==> config.mk <==
export PLATFORM = sky130hd
export DESIGN_NAME = lif_array_scheduler_flat
export DESIGN_NICKNAME = d
export VERILOG_FILES = /design/src/rtl/lif_pkg.sv /design/src/rtl/lif_array_scheduler_if.sv /design/src/rtl/lif_update_core.sv /design/src/rtl/lif_array_scheduler.sv /design/src/flat_wrapper.sv
export SDC_FILE = /design/constraint.sdc
export NUM_CORES = 1
export LEC_CHECK = 0
export ABC_AREA = 1
export BUFFER_PORTS_ARGS = -buffer_cell sky130_fd_sc_hd__clkbuf_2
export CAP_MARGIN = 10
export CORE_MARGIN = 1
export CORE_UTILIZATION = 30
export CTS_CLUSTER_SIZE = 16
export DETAILED_ROUTE_END_ITERATION = 12
export GPL_ROUTABILITY_DRIVEN = 0
export GPL_TIMING_DRIVEN = 0
export PLACE_DENSITY_LB_ADDON = 0.05
export REMOVE_ABC_BUFFERS = 1
export SLEW_MARGIN = 20
export SYNTH_ARGS = -nofsm -noshare
export SYNTH_HDL_FRONTEND = slang
export SYNTH_HIERARCHICAL = 1
export SYNTH_SLANG_ARGS = --single-unit
==> constraint.sdc <==
create_clock -name clk_i -period 3.5 [get_ports clk_i]
set_input_delay 0.175 -clock clk_i [delete_from_list [all_inputs] [get_ports clk_i]]
set_output_delay 0.175 -clock clk_i [all_outputs]
set_load 0.01 [all_outputs]
==> src/rtl/lif_pkg.sv <==
// Shared types and default constants for the LIF array scheduler.
package lif_pkg;

  typedef logic [7:0] lif_val_t;

  typedef enum logic [1:0] {
    IDLE,
    SWEEP,
    DONE
  } sched_state_e;

  localparam lif_val_t THRESHOLD_DEF     = 8'd128;
  localparam lif_val_t THRESHOLD_INC_DEF = 8'd5;
  localparam lif_val_t THRESHOLD_DEC_DEF = 8'd1;
  localparam lif_val_t THRESHOLD_MIN_DEF = 8'd75;

  function automatic lif_val_t sat_add8(lif_val_t a, lif_val_t b);
    logic [8:0] s;
    s = {1'b0, a} + {1'b0, b};
    return s[8] ? 8'hFF : s[7:0];
  endfunction

endpackage

==> src/rtl/lif_array_scheduler_if.sv <==
// Input-current write channel of the LIF array scheduler.
// A write transfers on a rising clock edge where cur_valid_i and cur_ready_o are both high;
// while valid is high and ready low the producer holds idx/val stable.
interface lif_array_scheduler_if #(
  parameter int IDX_W = 3
) ();
  logic             cur_valid_i;
  logic             cur_ready_o;
  logic [IDX_W-1:0] cur_idx_i;
  logic [7:0]       cur_val_i;

  modport master (output cur_valid_i, output cur_idx_i, output cur_val_i, input cur_ready_o);
  modport slave  (input cur_valid_i, input cur_idx_i, input cur_val_i, output cur_ready_o);
endinterface

==> src/rtl/lif_update_core.sv <==
// Combinational single-neuron LIF update: leak, integrate, fire, and (with
// LIF_ADAPT_EN) adaptive threshold with saturation and floor clamping.
module lif_update_core
  import lif_pkg::*;
#(
`ifdef LIF_ADAPT_EN
  parameter lif_val_t THRESHOLD_INC = THRESHOLD_INC_DEF,
  parameter lif_val_t THRESHOLD_DEC = THRESHOLD_DEC_DEF,
  parameter lif_val_t THRESHOLD_MIN = THRESHOLD_MIN_DEF
`endif
) (
  input  lif_val_t state,
  input  lif_val_t acc,
  input  lif_val_t thr,
  output lif_val_t state_nxt,
`ifdef LIF_ADAPT_EN
  output lif_val_t thr_nxt,
`endif
  output logic     spike
);

  lif_val_t sum;

  always_comb begin
    sum       = sat_add8(acc, state >> 1);
    spike     = (sum >= thr);
    state_nxt = spike ? '0 : sum;
  end

`ifdef LIF_ADAPT_EN
  always_comb begin
    thr_nxt = thr;
    if (spike) begin
      thr_nxt = sat_add8(thr, THRESHOLD_INC);
    end else if (thr > THRESHOLD_MIN) begin
      thr_nxt = ((thr - THRESHOLD_MIN) > THRESHOLD_DEC) ? (thr - THRESHOLD_DEC) : THRESHOLD_MIN;
    end
  end
`endif

endmodule

==> src/rtl/lif_array_scheduler.sv <==
// Sweeps N_NEURONS virtual LIF neurons through one shared update core per tick.
// Define LIF_ADAPT_EN for per-neuron adaptive thresholds; otherwise thr is the constant THRESHOLD.
module lif_array_scheduler
  import lif_pkg::*;
#(
  parameter int       N_NEURONS = 8,
  parameter int       IDX_W     = $clog2(N_NEURONS),
  parameter lif_val_t THRESHOLD = THRESHOLD_DEF
`ifdef LIF_ADAPT_EN
  ,
  parameter lif_val_t THRESHOLD_INC = THRESHOLD_INC_DEF,
  parameter lif_val_t THRESHOLD_DEC = THRESHOLD_DEC_DEF,
  parameter lif_val_t THRESHOLD_MIN = THRESHOLD_MIN_DEF
`endif
) (
  input  logic                 clk_i,
  input  logic                 rst_ni,
  input  logic                 tick_i,
  lif_array_scheduler_if.slave cur_if,
  output logic                 busy_o,
  output logic                 done_o,
  output logic                 tick_miss_o,
  output logic [N_NEURONS-1:0] spikes_o,
  input  logic [IDX_W-1:0]     dbg_idx_i,
  output lif_val_t             dbg_state_o,
  output lif_val_t             dbg_thr_o,
  output sched_state_e         dbg_fsm_o
);

  sched_state_e         fsm_q, fsm_d;
  logic [IDX_W-1:0]     idx_q;
  lif_val_t             state_q [N_NEURONS];
  lif_val_t             acc_q   [N_NEURONS];
  logic [N_NEURONS-1:0] spike_vec_q, spike_vec_nxt, spikes_q;
  logic                 miss_q;
  logic                 sweep, last, hs;
  lif_val_t             thr_cur, state_nxt;
  logic                 spike;

  assign sweep = (fsm_q == SWEEP);
  assign last  = (idx_q == IDX_W'(N_NEURONS - 1));
  assign hs    = cur_if.cur_valid_i && cur_if.cur_ready_o;

  assign cur_if.cur_ready_o = !sweep;
  assign busy_o      = (fsm_q != IDLE);
  assign done_o      = (fsm_q == DONE);
  assign tick_miss_o = miss_q;
  assign spikes_o    = spikes_q;
  assign dbg_state_o = state_q[dbg_idx_i];
  assign dbg_fsm_o   = fsm_q;

`ifdef LIF_ADAPT_EN
  lif_val_t thr_q [N_NEURONS];
  lif_val_t thr_nxt;

  assign thr_cur   = thr_q[idx_q];
  assign dbg_thr_o = thr_q[dbg_idx_i];

  always_ff @(posedge clk_i or negedge rst_ni) begin
    if (!rst_ni) begin
      for (int i = 0; i < N_NEURONS; i++) thr_q[i] <= THRESHOLD;
    end else if (sweep) begin
      thr_q[idx_q] <= thr_nxt;
    end
  end
`else
  assign thr_cur   = THRESHOLD;
  assign dbg_thr_o = THRESHOLD;
`endif

  lif_update_core #(
`ifdef LIF_ADAPT_EN
    .THRESHOLD_INC (THRESHOLD_INC),
    .THRESHOLD_DEC (THRESHOLD_DEC),
    .THRESHOLD_MIN (THRESHOLD_MIN)
`endif
  ) u_core (
    .state     (state_q[idx_q]),
    .acc       (acc_q[idx_q]),
    .thr       (thr_cur),
    .state_nxt (state_nxt),
`ifdef LIF_ADAPT_EN
    .thr_nxt   (thr_nxt),
`endif
    .spike     (spike)
  );

  always_comb begin
    fsm_d = fsm_q;
    case (fsm_q)
      IDLE:    if (tick_i) fsm_d = SWEEP;
      SWEEP:   if (last) fsm_d = DONE;
      DONE:    fsm_d = IDLE;
      default: fsm_d = IDLE;
    endcase
  end

  always_comb begin
    spike_vec_nxt        = spike_vec_q;
    spike_vec_nxt[idx_q] = spike;
  end

  always_ff @(posedge clk_i or negedge rst_ni) begin
    if (!rst_ni) begin
      fsm_q       <= IDLE;
      idx_q       <= '0;
      spike_vec_q <= '0;
      spikes_q    <= '0;
      miss_q      <= 1'b0;
    end else begin
      fsm_q  <= fsm_d;
      miss_q <= tick_i && (fsm_q != IDLE);
      // idx wraps back to 0 after the last neuron since N_NEURONS is a power of two
      if (sweep) begin
        idx_q       <= idx_q + 1'b1;
        spike_vec_q <= spike_vec_nxt;
        if (last) spikes_q <= spike_vec_nxt;
      end
    end
  end

  // Writes are blocked during SWEEP, so they never collide with the acc clear
  always_ff @(posedge clk_i or negedge rst_ni) begin
    if (!rst_ni) begin
      for (int i = 0; i < N_NEURONS; i++) begin
        state_q[i] <= '0;
        acc_q[i]   <= '0;
      end
    end else if (sweep) begin
      state_q[idx_q] <= state_nxt;
      acc_q[idx_q]   <= '0;
    end else if (hs) begin
      acc_q[cur_if.cur_idx_i] <= sat_add8(acc_q[cur_if.cur_idx_i], cur_if.cur_val_i);
    end
  end

endmodule

==> src/flat_wrapper.sv <==
// flat-port wrapper written by rule: the top's interface ports become plain ports
module lif_array_scheduler_flat import lif_pkg::*;
#(
  parameter int       N_NEURONS = 8,
  parameter int       IDX_W     = $clog2(N_NEURONS),
  parameter lif_val_t THRESHOLD = THRESHOLD_DEF

)
  (clk_i, rst_ni, tick_i, busy_o, done_o, tick_miss_o, spikes_o, dbg_idx_i, dbg_state_o, dbg_thr_o, dbg_fsm_o, cur_if_cur_valid_i, cur_if_cur_idx_i, cur_if_cur_val_i, cur_if_cur_ready_o);
  lif_array_scheduler_if #(.IDX_W(IDX_W)) cur_if_i ();
  input  logic clk_i;
  input  logic rst_ni;
  input  logic tick_i;
  output logic busy_o;
  output logic done_o;
  output logic tick_miss_o;
  output logic [N_NEURONS-1:0] spikes_o;
  input  logic [IDX_W-1:0] dbg_idx_i;
  output lif_val_t dbg_state_o;
  output lif_val_t dbg_thr_o;
  output sched_state_e dbg_fsm_o;
  input wire logic [$bits(cur_if_i.cur_valid_i)-1:0] cur_if_cur_valid_i;
  input wire logic [$bits(cur_if_i.cur_idx_i)-1:0] cur_if_cur_idx_i;
  input wire logic [$bits(cur_if_i.cur_val_i)-1:0] cur_if_cur_val_i;
  output wire logic [$bits(cur_if_i.cur_ready_o)-1:0] cur_if_cur_ready_o;
  assign cur_if_i.cur_valid_i = cur_if_cur_valid_i;
  assign cur_if_i.cur_idx_i = cur_if_cur_idx_i;
  assign cur_if_i.cur_val_i = cur_if_cur_val_i;
  assign cur_if_cur_ready_o = cur_if_i.cur_ready_o;
  lif_array_scheduler #(.N_NEURONS(N_NEURONS), .IDX_W(IDX_W), .THRESHOLD(THRESHOLD)) u_core (.clk_i(clk_i), .rst_ni(rst_ni), .tick_i(tick_i), .cur_if(cur_if_i), .busy_o(busy_o), .done_o(done_o), .tick_miss_o(tick_miss_o), .spikes_o(spikes_o), .dbg_idx_i(dbg_idx_i), .dbg_state_o(dbg_state_o), .dbg_thr_o(dbg_thr_o), .dbg_fsm_o(dbg_fsm_o));
endmodule
==> results.md, run 1 <==
- The flow ran to the end, but the final reports show violations.
- The final reports fail on negative setup slack.
- Pin placement for this block handled 48 I/O pins.
- The clock sink count is 150.
- The final worst-path setup slack is -0.399 ns.
- The first TritonRoute pass finished after 5 iterations.
- The detailed router's first-iteration violation count is 574.
- For the worst-skew pair, the clock arrives at the later sink with an insertion delay of 0.44 ns.
- Measured along the y axis, the die boundary spans 173 um.
- The startpoint identified for the worst register-to-register timing path is u_core/idx_q[1].
- The clock transition at the registers of the reported paths is approximately 0.080 ns.
- The number of H-tree levels is 4.
- The initial antenna violation count is 0.
- The number of global-route vias before repair is 8262.
- The clock passes through at most 2 buffers.
- The path category of the worst min-delay check is input port to async pin.
- Of all nets on the critical path, the largest fanout is 7.
- Synthesis handed over a netlist of roughly 1200 instances.
- Once detail routing completed, the nets flagged for antenna violations numbered 0.
- For this design the ratio of total power to cell area is 1140 mW/mm^2.
- The final-report max-slew violation count was 0.
- The clock root buffer master is sky130_fd_sc_hd__clkbuf_16.
- For this configuration, the core starts out at a cell density of 30.6%.
- The average size of a mapped cell is 7.56 sq um.
- The maximum vdd drop is 0.000479 V.
- Global routing used 23.2% of the available tracks across all layers.
- The die covers between 0.03 and 0.04 sq mm.
- The count of unresolved DRC violations after routing is 0.
- Summed over all nets, the half-perimeter wirelength after detailed placement is 21500 um.
- The area growth from synthesis to layout is 33.4%.
- The netlist area before placement is between 0.008 and 0.009 sq mm.
- For this run, the top clock speed supported by timing is 256 MHz.
- TritonCTS built the clock tree.
- The total overflow left after global routing is 0.
- The number of buffers added on ports is 39.
- The slew at the pin closest to its max-slew limit is 1.10 ns.
- Clock skew on the completed layout was measured at around 0.017 ns.
- The startpoint type of the worst setup path is a flop.
- The final layout contains 1326 nets.
- The critical path starts at u_core/idx_q[1].
- Headroom to the max-slew limit came out at 26.5%.
- The worst setup path is of the flop to flop kind.
- The first global-routing pass estimated 52000 um of wire.
- The number of synthesis warnings is 6.
- Across the run, the number of max-cap violations was 0.
- Setup repair after global routing could not meet its margin everywhere.
- The type of element capturing the critical path is a flop.
- After layout, the design draws a total of ~0.013 W.
- The chip width is around 170 um.
- The count of vias placed by the detailed router is 8491.
- The count of endpoints failing hold in the final timing report is 0.
- The number of fillers in the final layout is about 3000.
- The pre-CTS worst setup slack is -2.08 ns.
- The final critical path takes up 111% of the cycle.
- The total CTS buffers is 17.
- The data arrival time of the critical path is 4.26 ns.
- The core region is between 0.02 and 0.03 sq mm.
- The leakage power summed over all cells is 5.39 nW.
- 0 antenna diodes ended up in the layout.
- The total wirelength of the detailed-routed design is 33900 um.
- Setup violations remaining at the end of the flow were counted as 80.
- Dividing the detail-routed wire length by the instance count gives 20.2 um.
- The largest net degree at the start of global routing is 66.
- After detailed routing, the number of vias per cell comes to 5.06.
- The fraction of final layout cells sized beyond drive strength 1 is 25.8%.
- Data on the critical path is required at its endpoint by 3.86 ns.
- The clock period minus worst slack is 3.90 ns.
- The number of core rows is 62.
==> cell usage in the layout, fill, tap and decap left out, drive strengths merged, types with 19 or more instances in the layout <==
cell type and count:
ha 25, inv 194, dfrtp 150, o22ai 48, clkbuf 56, o21ai 174, buf 79, o211ai 19
nor2 76, a21oi 63, nand2 273, nand3 41
==> layer usage <==
layer  wire, um  vias up  GRT usage (%)
met5          0        -              0
met4        565        0           5.79
met3       1940       37           4.36
met2      15700      229           36.5
met1      15700     4138           32.6
li1           -     4087              -
==> flip-flops by register name, summed over array words and instances (netlist names) <==
register / flops
u_core/dbg_fsm_o: 2
u_core/spike_vec_q: 8
u_core/tick_miss_o: 1
u_core/spikes_o: 8
u_core/idx_q: 3
u_core/state_q: 64
u_core/acc_q: 64
==> report_power, final <==
group / internal, W / switching [W] / total, W
clock: 0.00123 / 0.000888 / 0.00212
sequential: 0.00242 / 0.000383 / 0.00281
combinational: 0.00320 / 0.00533 / 0.00853
==> per-stage QoR <==
stage | util, % | hold slack [ns] | instances | cell area (sq um) | TNS (ns)
finish | 40.9 | 0.214 | 1678 | 11800 | -23.13
global route | 40.9 | 0.224 | 1678 | 11800 | -37.84
CTS | 39.5 | 0.215 | 1667 | 11400 | -21.10
detailed placement | 32.7 | 0.123 | 1565 | 9400 | -140.25
global placement | 32.4 | 0.411 | 1562 | 9320 | -280.35
floorplan | - | -0.121 | 1139 | 8650 | -16.11
==> timing repair <==
item | CTS | global route
setup endpoints to repair | 80 | 84
setup buffers | 64 | 11
hold buffers | 2 | 0
cloned | 4 | 0
pin swaps | 55 | 38
resized for setup | 184 | 101
endpoints found under the hold margin | 39 | 0
==> worst max-delay path, stage by stage (launching register included) <==
cell	delay [ns]
sky130_fd_sc_hd__dfrtp_2	0.41
sky130_fd_sc_hd__buf_12	0.12
sky130_fd_sc_hd__nor2_4	0.04
sky130_fd_sc_hd__buf_12	0.14
sky130_fd_sc_hd__buf_12	0.13
sky130_fd_sc_hd__nand2_8	0.10
sky130_fd_sc_hd__o22ai_1	0.09
sky130_fd_sc_hd__a21oi_1	0.17
sky130_fd_sc_hd__nand3_2	0.16
sky130_fd_sc_hd__ha_4	0.20
sky130_fd_sc_hd__fa_2	0.34
sky130_fd_sc_hd__nand2_2	0.07
sky130_fd_sc_hd__nand2_2	0.07
sky130_fd_sc_hd__nand2_4	0.09
sky130_fd_sc_hd__nor2_4	0.04
sky130_fd_sc_hd__nor2_4	0.17
sky130_fd_sc_hd__buf_12	0.16
sky130_fd_sc_hd__nand3_4	0.09
sky130_fd_sc_hd__ha_4	0.16
sky130_fd_sc_hd__a21o_1	0.18
sky130_fd_sc_hd__nor2_4	0.19
sky130_fd_sc_hd__nand2_8	0.13
sky130_fd_sc_hd__a21oi_4	0.26
sky130_fd_sc_hd__buf_6	0.15
sky130_fd_sc_hd__nand2_2	0.04
sky130_fd_sc_hd__o21ai_1	0.11
==> cell type report <==
type / instances / area [sq um] / area share, %
Clock buffer: 17 / 425 / 3.62
Clock inverter: 15 / 228 / 1.94
Inverter: 194 / 781 / 6.64
Multi-Input combinational cell: 797 / 5000 / 42.5
Sequential cell: 150 / 3760 / 31.9
Tap cell: 384 / 480 / 4.08
Timing Repair Buffer: 121 / 1090 / 9.27
==> worst paths after layout <==
check | to | slack (ns) | cells after the start
setup / recovery | u_core/state_q[49] | -0.40 | 25
hold / removal | u_core/state_q[32] | 0.21 | 2
setup reg to reg | u_core/state_q[49] | -0.40 | 25
hold reg to reg | u_core/spike_vec_q[6] | 0.49 | 2
max in group asynchronous | u_core/state_q[2] | 2.30 | 4
min in group clk_i | u_core/acc_q[3] | 0.26 | 3
(Power assumes the default switching activity.)
==> inputs of run 2 (changes only) <==
clock period = 3.2 ns   (was 3.5 ns; I/O delays follow)
==> run 2 against run 1 <==
Against the previous run:
- non-clock buffer count stayed put
- design area is 0.36% higher
- utilization is 0.15 points higher
- the run still ends with negative setup slack left
- worst hold slack worse by 0.016 ns
- setup slack worse by 0.30 ns
- sequential cell count stayed put
- final cell count stayed put
- combinational power is 9.8% higher
- power is 9.7% higher
- clock skew is 0.00074 ns higher
- fmax hardly changed
==> results.md, run 2 (same netlist as run 1, synthesis figures left out) <==
- The data arrival time of the critical path was 4.26 ns (about the same).
- The critical register-to-register path startpoint is u_core/idx_q[1].
- The total wirelength of the detailed-routed design is 33800 um (-0.25%).
- The number of fillers in the final layout was 2987 (-0.30%).
- The final worst-path setup slack is -0.700 ns (-0.300 ns).
- The number of buffers and inverters on the critical path is 5 (unchanged).
- The number of max-cap violations is 0 (unchanged).
- The maximum fanout along the worst path is 7 (unchanged).
- The clock transition at the registers of the reported paths came to 0.08 ns (about the same).
- The fraction of the cycle the final worst path needs is 122% (+10 points).
- The chip width is 173 um (unchanged).
- The path class of the tightest hold or removal check is input port to async pin.
- Compared with the post-synthesis result, the final layout area differs by 33.9%.
- The number of core rows came to 62 (unchanged).
- The final net count came to 1326 (unchanged).
- The leakage power summed over all cells is 5.39 nW (+0.13%).
- The worst setup path is of the flop to flop kind.
- The commonest non-fill, non-tap cell in the layout is sky130_fd_sc_hd__nand2_1.
- The worst setup path is launched from a flop.
- The data required time at the worst endpoint is 3.56 ns (-0.30 ns).
- The total iterations of the first detailed-routing run is 4 (-1).
- The maximum vdd drop is 0.000518 V (+8.1%).
- The category of cells accounting for the largest share of critical-path delay is simple AND/OR/NAND/NOR gates.
- The core box area is 0.0288 sq mm (unchanged).
- The highest metal layer carrying signal wires in the routed design is met4.
- The clock sink count is 150 (unchanged).
- The maximum root-to-sink buffer count is 2 (unchanged).
- The total CTS buffers is 17 (unchanged).
- The worst setup path startpoint is u_core/idx_q[1].
- The tree is rooted in a sky130_fd_sc_hd__clkbuf_16.
- TritonCTS built the clock tree.
- The count of endpoints failing hold in the final timing report came to 0 (unchanged).
- The count of vias placed by the detailed router is 8478 (-0.15%).
- The post-route met1 wirelength was 15500 um (-1.3%).
- The clock latency on the worst-skew pair is 0.44 ns (about the same).
- The number of buffers added on ports is 39 (unchanged).
- Setup repair after global routing could not meet its margin everywhere.
- The standard cell with the maximum stage delay on the critical path is sky130_fd_sc_hd__dfrtp_2.
- The detail-routed net length per standard cell is 20.2 um (-0.25%).
- The initial antenna violation count was 0 (unchanged).
- The die area is 0.0301 sq mm (unchanged).
- The number of I/O pins was 48 (unchanged).
- The total routing resource utilization after global routing is 23.2% (about the same).
- The summed negative setup slack over all endpoints is -47.44 ns (-24.31 ns).
- The number of global-route vias before repair is 8268 (+0.073%).
- The initial cell density of the core is 30.6% (unchanged).
- The first-pass GRT wire length is 52100 um (about the same).
- The worst setup skew after layout is 0.0176 ns (+0.000745 ns).
- In the final layout, the registers with the most flip-flops are u_core/acc_q: 64 flops, u_core/state_q: 64 flops.
- The run finished, with violations left.
- The HPWL after detailed placement is 21500 um (unchanged).
- The checks that failed: negative setup slack.
- The final-report max-slew violation count is 0 (unchanged).
- The sum of overflow across all layers after global routing is 0 (unchanged).
- The number of inserted diodes is 0 (unchanged).
- The final core utilization is 41.0% (+0.15 points).
- The clock period minus worst slack is 3.90 ns (+0.000307 ns).
- The highest attainable clock frequency was 256 MHz (about the same).
- The type of element capturing the critical path is a flop.
- The count of unresolved DRC violations after routing is 0 (unchanged).
- The detailed-routed wire length on met2 is 15600 um (-0.25%).
- The detailed router's first-iteration violation count was 600 (+4.5%).
- The slew at the pin closest to its max-slew limit is 1.09 ns (-0.00771 ns).
- The areal power density over the cells came to 1250 mW/mm^2 (+9.3%).
- The worst-case headroom to the max-slew limit is 27.0% (+0.51 points).
- The number of vias per cell came to 5.05 (-0.15%).
- The number of routed nets with antenna violations came to 0 (unchanged).
- The final number of setup-violating endpoints was 80 (unchanged).
- The routed wire length on met3 is 2110 um (+8.4%).
- In the layout the commonest cells are 227 x sky130_fd_sc_hd__nand2_1, 164 x sky130_fd_sc_hd__inv_1, 147 x sky130_fd_sc_hd__dfrtp_1.
- The post-layout instance area is 0.0118 sq mm (+0.36%).
- The largest incremental delay on the critical path came to 0.41 ns (about the same).
- The fraction of final layout cells sized beyond drive strength 1 is 26.3% (+0.46 points).
- The vertical die dimension is 173 um (unchanged).
- The largest net degree at the start of global routing is 66 (unchanged).
- The instance area after placement is 0.00940 sq mm (unchanged).
- The number of H-tree levels is 4 (unchanged).
run 2: cell type report:
class / count / area, sq um / area share [%]
clock buffer: 17 / 425 / 3.60
clock inverter: 15 / 228 / 1.93
inverter: 194 / 781 / 6.61
multi-input combinational: 797 / 5040 / 42.7
sequential: 150 / 3760 / 31.8
tap: 384 / 480 / 4.07
timing repair buffer: 121 / 1090 / 9.24
run 2: per-layer routing:
metal  track usage (%)  up-vias
met5                 0        -
met3              4.36       36
li1                  -     4080
met2              36.5      256
met4              5.79        0
met1              32.6     4106
run 2: worst paths after layout:
check	end	slack (ns)	cells after the start
max	u_core/state_q[49]	-0.70	25
min	u_core/state_q[32]	0.20	2
max reg2reg	u_core/state_q[49]	-0.70	25
min reg2reg	u_core/spike_vec_q[6]	0.49	2
max in group asynchronous	u_core/state_q[2]	2.02	4
min in group clk_i	u_core/acc_q[3]	0.25	3
run 2: stage by stage:
stage	setup slack (ns)	instances	power, W	hold WS, ns
3_5_place_dp	-2.38	1565	0.00897	0.108
5_1_grt	-0.873	1678	0.0158	0.209
2_1_floorplan	-0.620	1139	0.00683	-0.136
4_1_cts	-0.661	1667	0.0138	0.200
6_report	-0.700	1678	0.0148	0.198
3_3_place_gp	-2.64	1562	0.00896	0.396
run 2: where the power goes:
part	internal, W	leakage (nW)	switching, W
Clock	0.00134	0.322	0.000972
Combinational	0.00353	3.12	0.00585
Sequential	0.00265	1.96	0.000417
Total	0.00752	5.39	0.00724
run 2: what timing repair did:
item / in CTS / in global routing
hold buffers: 2 / 0
resized for setup: 187 / 107
setup endpoints to repair: 81 / 144
hold endpoints to repair: 43 / 0
gates cloned: 4 / 0
setup buffers: 64 / 11
pin swaps: 55 / 38
==> inputs of run 3 (changes only) <==
CTS_CLUSTER_DIAMETER = 200   (was not set)
clock period = 3.1 ns   (was 3.2 ns; I/O delays follow)
==> run 3 against run 2 <==
Against the previous run:
- the run still ends with negative setup slack left
- setup slack got worse by 0.10 ns
- sequential cell count unchanged
- sequential power is 3% higher
- register-to-register slack got worse by 0.10 ns
- clock skew decreased by 0.00061 ns
- final cell count up 0.36%
- critical endpoint unchanged
- wire length rose by 0.16%
==> results.md, run 3 (same netlist as run 1, synthesis figures left out) <==
- The sum of overflow across all layers after global routing came to 0 (unchanged).
- The detail-routed net length per standard cell came to 20.1 um (-0.19%).
- The post-route met1 wirelength is 15900 um (+2.3%).
- The largest net degree at the start of global routing was 66 (unchanged).
- The clock period minus worst slack came to 3.90 ns (+0.00206 ns).
- The routed wire length on met3 is 1730 um (-18%).
- The total CTS buffers is 17 (unchanged).
- For this design, the slowest cell found on the critical path is sky130_fd_sc_hd__dfrtp_2.
- The count of unresolved DRC violations after routing was 0 (unchanged).
- The pre-CTS worst setup slack is -2.48 ns (-0.100 ns).
- The number of buffers added on ports is 39 (unchanged).
- The critical register-to-register path startpoint is u_core/idx_q[1].
- The worst-case headroom to the max-slew limit is 25.4% (-1.6 points).
- The final core utilization is 41.3% (+0.23 points).
- The relative area change from synthesis to final layout is 34.6%.
- The highest attainable clock frequency was 256 MHz (about the same).
- The maximum fanout along the worst path is 7 (unchanged).
- The number of core rows was 62 (unchanged).
- The die area is 0.0301 sq mm (unchanged).
- The count of cells along the worst register-to-register path is 25 (unchanged).
- The total iterations of the first detailed-routing run came to 5 (+1).
- The largest incremental delay on the critical path came to 0.41 ns (about the same).
- The number of fillers in the final layout is 2985 (-0.067%).
- The number of routed nets with antenna violations is 0 (unchanged).
- The largest registers in the layout are u_core/acc_q: 64 flops, u_core/state_q: 64 flops.
- The final-report max-slew violation count is 0 (unchanged).
- The number of max-cap violations came to 0 (unchanged).
- The leakage power summed over all cells is 5.43 nW (+0.64%).
- The path category of the worst min-delay check is input port to async pin.
- The checks that failed: negative setup slack.
- The clock root buffer master is sky130_fd_sc_hd__clkbuf_16.
- The number of inserted diodes is 0 (unchanged).
- The total routing resource utilization after global routing was 23.2% (about the same).
- The detailed-routed wire length on met2 came to 15700 um (+0.49%).
- The commonest non-fill, non-tap cell in the layout is sky130_fd_sc_hd__nand2_1.
- The chip width is 173 um (unchanged).
- The TritonCTS clock tree is done.
- The final net count is 1332 (+0.45%).
- The worst setup path is captured at a flop.
- The highest metal layer with signal wires is met4.
- The number of global-route vias before repair was 8279 (+0.13%).
- The final number of setup-violating endpoints is 80 (unchanged).
- The fraction of final layout cells sized beyond drive strength 1 is 26.8% (+0.57 points).
- The count of vias placed by the detailed router is 8503 (+0.29%).
- The maximum vdd drop is 0.000541 V (+4.4%).
- The flow ran to the end, but the final reports show violations.
- The maximum root-to-sink buffer count is 2 (unchanged).
- The number of H-tree levels is 4 (unchanged).
- The first-pass GRT wire length is 52100 um (about the same).
- In this run the critical register-to-register path is captured at u_core/state_q[49].
- The detailed router's first-iteration violation count is 559 (-6.8%).
- The count of endpoints failing hold in the final timing report is 0 (unchanged).
- The core box area came to 0.0288 sq mm (unchanged).
- The worst setup path is launched from a flop.
- The fraction of the cycle the final worst path needs is 126% (+4.0 points).
- The vertical die dimension is 173 um (unchanged).
- The data required time at the worst endpoint is 3.46 ns (-0.10 ns).
- The clock transition at the registers of the reported paths was 0.08 ns (about the same).
- The worst setup skew after layout came to 0.0170 ns (-0.000610 ns).
- The setup slack on the worst flop-to-flop path was -0.80 ns (-0.10 ns).
- The HPWL after detailed placement came to 21500 um (unchanged).
- The initial cell density of the core was 30.6% (unchanged).
- The final worst-path setup slack is -0.802 ns (-0.102 ns).
- The type of the setup path with the least slack is flop to flop.
- The data arrival time of the critical path was 4.26 ns (about the same).
- The number of vias per cell is 5.05 (about the same).
- The areal power density over the cells is 1290 mW/mm^2 (+3.2%).
- The number of I/O pins is 48 (unchanged).
- The slew at the pin closest to its max-slew limit is 1.12 ns (+0.0245 ns).
- In the layout the commonest cells are 227 x sky130_fd_sc_hd__nand2_1, 163 x sky130_fd_sc_hd__inv_1, 147 x sky130_fd_sc_hd__dfrtp_1.
- Setup repair after global routing could not meet its margin everywhere.
- The clock latency on the worst-skew pair is 0.44 ns (about the same).
- The initial antenna violation count is 0 (unchanged).
- The total wirelength of the detailed-routed design is 33900 um (+0.16%).
- The clock sink count is 150 (unchanged).
## run 3: changes by cell type in the layout (fill, tap and decap cells not counted)
| cell | change |
|---|---|
| sky130_fd_sc_hd__buf_12 | +1 |
| sky130_fd_sc_hd__nand3_1 | -2 |
| sky130_fd_sc_hd__inv_2 | +1 |
| sky130_fd_sc_hd__inv_1 | -1 |
| sky130_fd_sc_hd__nand3_2 | +2 |
| sky130_fd_sc_hd__buf_4 | +5 |
## run 3: worst max path at each step
stage | from | to | slack (ns) | cells past startpoint
after floorplan | u_core/idx_q[0] | u_core/state_q[10] | -0.72 | 19
after global placement | u_core/idx_q[2] | u_core/state_q[41] | -2.74 | 18
after detailed placement | u_core/idx_q[1] | u_core/state_q[41] | -2.48 | 21
after CTS | u_core/idx_q[0] | u_core/state_q[49] | -0.76 | 26
after global routing | u_core/idx_q[2] | u_core/state_q[8] | -0.97 | 25
final | u_core/idx_q[1] | u_core/state_q[49] | -0.80 | 25
## run 3: layout make-up
cell class              count  area, sq um  area share, %
inverters                 194          781           6.58
clock buffers              17          425           3.58
repair buffers            127         1150           9.67
flip-flops and latches    150         3760           31.6
well taps                 384          480           4.05
multi-input cells         797         5050           42.6
clock inverters            15          228           1.92
## run 3: through the flow
stage	instance area (sq um)	hold WS [ns]	setup TNS (ns)	std cells	power [W]
after floorplan	8650	-0.141	-48.10	1139	0.00705
after global placement	9320	0.391	-392.26	1562	0.00925
after detailed placement	9400	0.103	-195.05	1565	0.00926
after CTS	11400	0.195	-53.28	1667	0.0143
after global routing	11900	0.204	-69.84	1684	0.0164
final	11900	0.193	-55.23	1684	0.0153
## run 3: layer usage
metal,vias to the layer above,GRT usage (%)
met2,221,36.6
met1,4156,32.6
li1,4091,-
met3,35,4.36
met4,0,5.79
met5,-,0
## run 3: repair_timing
item	4_1_cts	5_1_grt
gates cloned	4	0
resized for setup	190	107
endpoints found under the hold margin	45	0
pin swaps	55	39
hold buffers	2	0
setup endpoints to repair	104	144
buffers inserted	64	17
## run 3: worst max-delay path, delay by kind of cell (launching register included)
kind | cells | cell delay (ns)
flip-flops | 1 | 0.41
buffers and inverters | 5 | 0.70
AO/OA/AOI/OAI | 5 | 0.80
AND/OR/NAND/NOR | 12 | 1.19
adder cells (fa/ha/maj) | 3 | 0.70
## run 3: where the power goes
group	switching [W]	internal [W]	leakage (nW)
clock	0.00100	0.00139	0.322
combinational	0.00605	0.00370	3.15
sequential	0.000434	0.00274	1.96
total	0.00749	0.00782	5.43
